`src/rtl/fetch_ctrl.sv`:
```
`timescale 1ns/1ps
`default_nettype none
// ============================================================================
// Module   : fetch_ctrl
// Brief    : Instruction-fetch controller. It owns the PC, addresses the
//            asynchronous instruction ROM and holds one fetched word in a
//            buffer that decode drains over a valid/ready handshake. It also
//            handles redirect, halt/resume and traps on illegal fetch PCs.
// Revision : 1.0 - initial release
// ============================================================================
module fetch_ctrl #(
    parameter logic [31:0] RESET_PC  = 32'h0000_0000,
    parameter logic [31:0] MEM_BYTES = 32'd1024
) (
    input  logic        clk,
    input  logic        rst_n,
    input  logic        start,
    input  logic        halt_req,
    input  logic        redirect_valid,
    input  logic [31:0] redirect_target,
    output logic [31:0] imem_addr,
    input  logic [31:0] imem_instr,
    output logic        if_valid,
    output logic [31:0] if_instr,
    output logic [31:0] if_pc,
    input  logic        id_ready,
    output logic        fault,
    output logic [31:0] fault_pc,
    output logic [1:0]  state,
    output logic [15:0] fetch_count
);

    localparam logic [1:0] c_IDLE  = 2'd0;
    localparam logic [1:0] c_RUN   = 2'd1;
    localparam logic [1:0] c_FAULT = 2'd2;

    logic [1:0]  r_state;
    logic [31:0] r_pc;
    logic        r_if_valid;
    logic [31:0] r_if_instr;
    logic [31:0] r_if_pc;
    logic        r_fault;
    logic [31:0] r_fault_pc;
    logic [15:0] r_fetch_count;

    logic w_buf_free;
    logic w_xfer;
    logic w_pc_legal;

    // The buffer can take a new word when it is empty or is being drained now.
    assign w_xfer     = r_if_valid && id_ready;
    assign w_buf_free = !r_if_valid || id_ready;
    assign w_pc_legal = (r_pc[1:0] == 2'b00) && (r_pc < MEM_BYTES);

    // Control FSM, PC, fetch buffer and fault capture.
    always_ff @(posedge clk or negedge rst_n) begin
        if (!rst_n) begin
            r_state       <= c_IDLE;
            r_pc          <= RESET_PC;
            r_if_valid    <= 1'b0;
            r_if_instr    <= 32'd0;
            r_if_pc       <= 32'd0;
            r_fault       <= 1'b0;
            r_fault_pc    <= 32'd0;
            r_fetch_count <= 16'd0;
        end else begin
            case (r_state)
                c_IDLE: begin
                    // A held word keeps draining while the fetcher is idle.
                    if (w_xfer) begin
                        r_if_valid <= 1'b0;
                    end
                    if (redirect_valid) begin
                        r_pc       <= redirect_target;
                        r_if_valid <= 1'b0;
                    end
                    // start takes precedence over a coincident halt_req.
                    if (start) begin
                        r_state <= c_RUN;
                    end
                end
                c_RUN: begin
                    if (redirect_valid) begin
                        // Target legality is checked on the next fetch attempt.
                        r_pc       <= redirect_target;
                        r_if_valid <= 1'b0;
                    end else if (halt_req) begin
                        r_state <= c_IDLE;
                        if (w_xfer) begin
                            r_if_valid <= 1'b0;
                        end
                    end else if (w_buf_free) begin
                        if (w_pc_legal) begin
                            r_if_instr    <= imem_instr;
                            r_if_pc       <= r_pc;
                            r_if_valid    <= 1'b1;
                            r_pc          <= r_pc + 32'd4;
                            r_fetch_count <= r_fetch_count + 16'd1;
                        end else begin
                            r_state    <= c_FAULT;
                            r_fault    <= 1'b1;
                            r_fault_pc <= r_pc;
                            r_if_valid <= 1'b0;
                        end
                    end
                end
                c_FAULT: begin
                    // Terminal until reset; all requests are ignored.
                    r_if_valid <= 1'b0;
                end
                default: begin
                    r_state    <= c_IDLE;
                    r_if_valid <= 1'b0;
                end
            endcase
        end
    end

    assign imem_addr   = r_pc;
    assign if_valid    = r_if_valid;
    assign if_instr    = r_if_instr;
    assign if_pc       = r_if_pc;
    assign fault       = r_fault;
    assign fault_pc    = r_fault_pc;
    assign state       = r_state;
    assign fetch_count = r_fetch_count;

endmodule
`default_nettype wire
```
`config.mk`:
```
export PLATFORM = sky130hd
export DESIGN_NAME = fetch_ctrl
export DESIGN_NICKNAME = d
export VERILOG_FILES = /design/src/rtl/fetch_ctrl.sv
export SDC_FILE = /design/constraint.sdc
export NUM_CORES = 1
export LEC_CHECK = 0
export CORE_AREA = 2 2 116 118
export CTS_CLUSTER_SIZE = 30
export DETAILED_ROUTE_END_ITERATION = 8
export DIE_AREA = 0 0 118 120
export HOLD_SLACK_MARGIN = 0.06
export PLACE_DENSITY_LB_ADDON = 0.3
export SETUP_SLACK_MARGIN = 0.1
export SYNTH_ARGS = -nofsm -noshare
export SYNTH_HDL_FRONTEND = slang
export SYNTH_SLANG_ARGS = --single-unit
```
`constraint.sdc`:
```
create_clock -name clk -period 5.3 [get_ports clk]
set_input_delay 1.06 -clock clk [delete_from_list [all_inputs] [get_ports clk]]
set_output_delay 1.06 -clock clk [all_outputs]
set_load 0.05 [all_outputs]
```
==> run_results.csv <==
group,metric,value,unit
clocking,clk_pin_slew,0.06,ns
synth,synthDistinctLibCells,44,
critical_path,worstPathRequired,5.64,ns
place,dp_cells,949,
layout,syn_to_final_growth,49.11,%
clocking,post-cts-setup-buffers,0,
global_route,grt_max_degree,119,
run_status,outcome,"finished clean",
global_route,grt_pass1_vias,5415,
synth,syn_nets,649,
layout,layout.nets,864,
routing,vias_per_cell,5.346,
clocking,clock_latency,0.42,ns
power_and_ir_drop,powerDensity,289.0,nW/um^2
routing,vias,5244,
floorplanning,pin_count,218,
floorplanning,die-area,14160,um^2
routing,drt-initial-drc-count,484,
routing,drt_pass1_iterations,5,
routing,antenna_left,0,
place,io_buffers,217,
critical_path,critPathMaxFanout,75,
clocking,htree_levels,4,
synth,ys_top_cells_by_area,"dfrtp_1, nand2_1, mux2_2",
timing,hold_violations,0,
timing,rsz0062_at_grt,"no",
place,dp_slack,1.255,ns
synth,ys_top_cells_by_count,"nand2_1, dfrtp_1, mux2_2",
floorplanning,core_region_area,12980,um^2
place,gp_congestion,0.8065,
power_and_ir_drop,leakage,4.152,nW
timing,timing.hold.ws,0.4650,ns
synth,yosys_register_bits,148,
routing,drt_wl_total,16.89,mm
synth,syn_avg_cell_area,10.50,um^2
timing,finClkSkew,0.006513,ns
layout,fin_cells,981,
clocking,clock_path_buffers,2,
layout,drive_gt1_share,9.565,%
critical_path,start_kind,"input pin",
floorplanning,rows,42,
power_and_ir_drop,peakVddDrop,0.2086,mV
floorplanning,die-height,120,um
timing,max_slew_margin,29.81,%
timing,worst_slew_pin_slew,1.053,ns
critical_path,end_kind,"register",
clocking,cts_tree,"done",
routing,wl_per_cell,17.22,um
synth,yosysTopAreaCellShare,61.13,%
clocking,cts-resized-gates,0,
synth,netlist_instances,577,
worst_hold_path,hp-class,"register to register",
synth,synth.cell_area,6058,um^2
run,cap_violations,0,
timing,fin_tns_setup,0,ns
floorplanning,initial_core_util,46.67,%
timing,finalWorstSetupSlack,1.676,ns
synth,ys_warn_count,0,
critical_path,cp.arrival,3.96,ns
critical_path,worstSetupPathType,"input pin to register",
global_route,antenna_found_initial,0,
timing,drv_slew,0,
synth,yosysMostFrequentCell,"nand2_1",
synth,synth-edff-count,0,
global_route,grt_overflow,0,
floorplanning,die-width,118,um
synth,synth_ff_type,"dfrtp_1",
clocking,cts_buffers,17,
global_route,grt_pass1_wl,27.34,mm
routing,drc,0,
timing,min_period,3.624,ns
timing,period_share,68.38,%
clocking,ctsHoldBuffers,0,
synth,yosysSeqAreaShare,61.13,%
timing,setup_viol,0,
synth,synthArstFlopShare,100.0,%
global_route,track_usage,24.46,%
timing,max_freq,275.9,MHz
layout,diodes,0,
synth,yosysTopAreaCell,"dfrtp_1",
place,hpwlAfterDp,11.90,mm
clocking,cts-root-buf,"clkbuf_16",
clocking,clkSinkCount,148,
## cells by family (layout without fill, tap and decap cells)
group | count (synthesis) | count (layout) | synth area share (%)
simple gates | 268 | 268 | 20.61
flops | 148 | 148 | 61.13
compound gates | 75 | 75 | 7.373
buf+inv | 38 | 266 | 2.561
mux | 31 | 31 | 5.741
xor+xnor | 15 | 15 | 2.169
fa+ha+maj | 2 | 2 | 0.4130
## per-stage QoR
stage	util, %	total power, W	area [um^2]
after floorplan	-	0.001234	6058
after global placement	64.69	0.001340	8397
after detailed placement	64.69	0.001342	8397
after CTS	69.60	0.002633	9034
after global routing	69.60	0.002691	9034
final	69.60	0.002610	9034
## routing by layer
layer	GRT usage, %	up-vias	share of wire, %
li1	-	2405	-
met1	29.17	2593	40
met2	42.08	227	50
met3	7.795	19	8.2
met4	8.133	0	1.4
met5	0	-	0
## area by class of cell
cell class                 instances  area (um^2)
clock buffer                      17        425.4
clock inverter                    15        211.5
fill                             976         3946
inverter                          11        41.29
multi-input combinational        391         2213
sequential                       148         3704
tap                              176        220.2
timing repair buffer             223         2218
## worst paths after layout
check	startpoint	end	slack, ns	cells after the start
max in group asynchronous	rst_n	fault_pc[17]	3.49	2
setup reg to reg	state[1]	fetch_count[15]	2.37	6
min in group asynchronous	rst_n	if_pc[24]	0.78	1
setup / recovery	redirect_valid	fetch_count[15]	1.68	7
hold / removal	if_instr[21]	if_instr[21]	0.46	2
hold reg to reg	if_instr[21]	if_instr[21]	0.46	2
## state kept, by name (all words and copies together), names as in the netlist
signal	flops
fault_pc	32
if_instr	32
if_pc	32
imem_addr	32
fetch_count	16
state	2
fault	1
if_valid	1
## worst max-delay path, stage by stage
cell and delay [ns]:
clkdlybuf4s50_1 0.49, or3b_1 0.40, buf_4 0.21, or3_1 0.49, or3_4 0.64, nor4_1 0.46, xor2_1 0.17
## layout by cell type, fill, tap and decap left out, drive strengths merged, types with 4 or more instances in the layout
cell	instances
o21ai	21
bufinv	5
inv	12
clkbuf	17
a21oi	22
nor2	19
mux2	30
buf	7
nor3	8
a31oi	5
nand2	156
nand4	8
or3	4
dfrtp	148
clkinv	6
xnor2	8
nor4	17
clkdlybuf4s50	216
or4	4
nand3	17
o22ai	12
and2	24
xor2	7
## report_power, final
group / total (W) / switching, W / internal [W]
clock: 0.00129 / 0.000459 / 0.000830
combinational: 0.000161 / 0.0000870 / 0.0000742
sequential: 0.00116 / 0.0000192 / 0.00114
(Power assumes the default switching activity.)
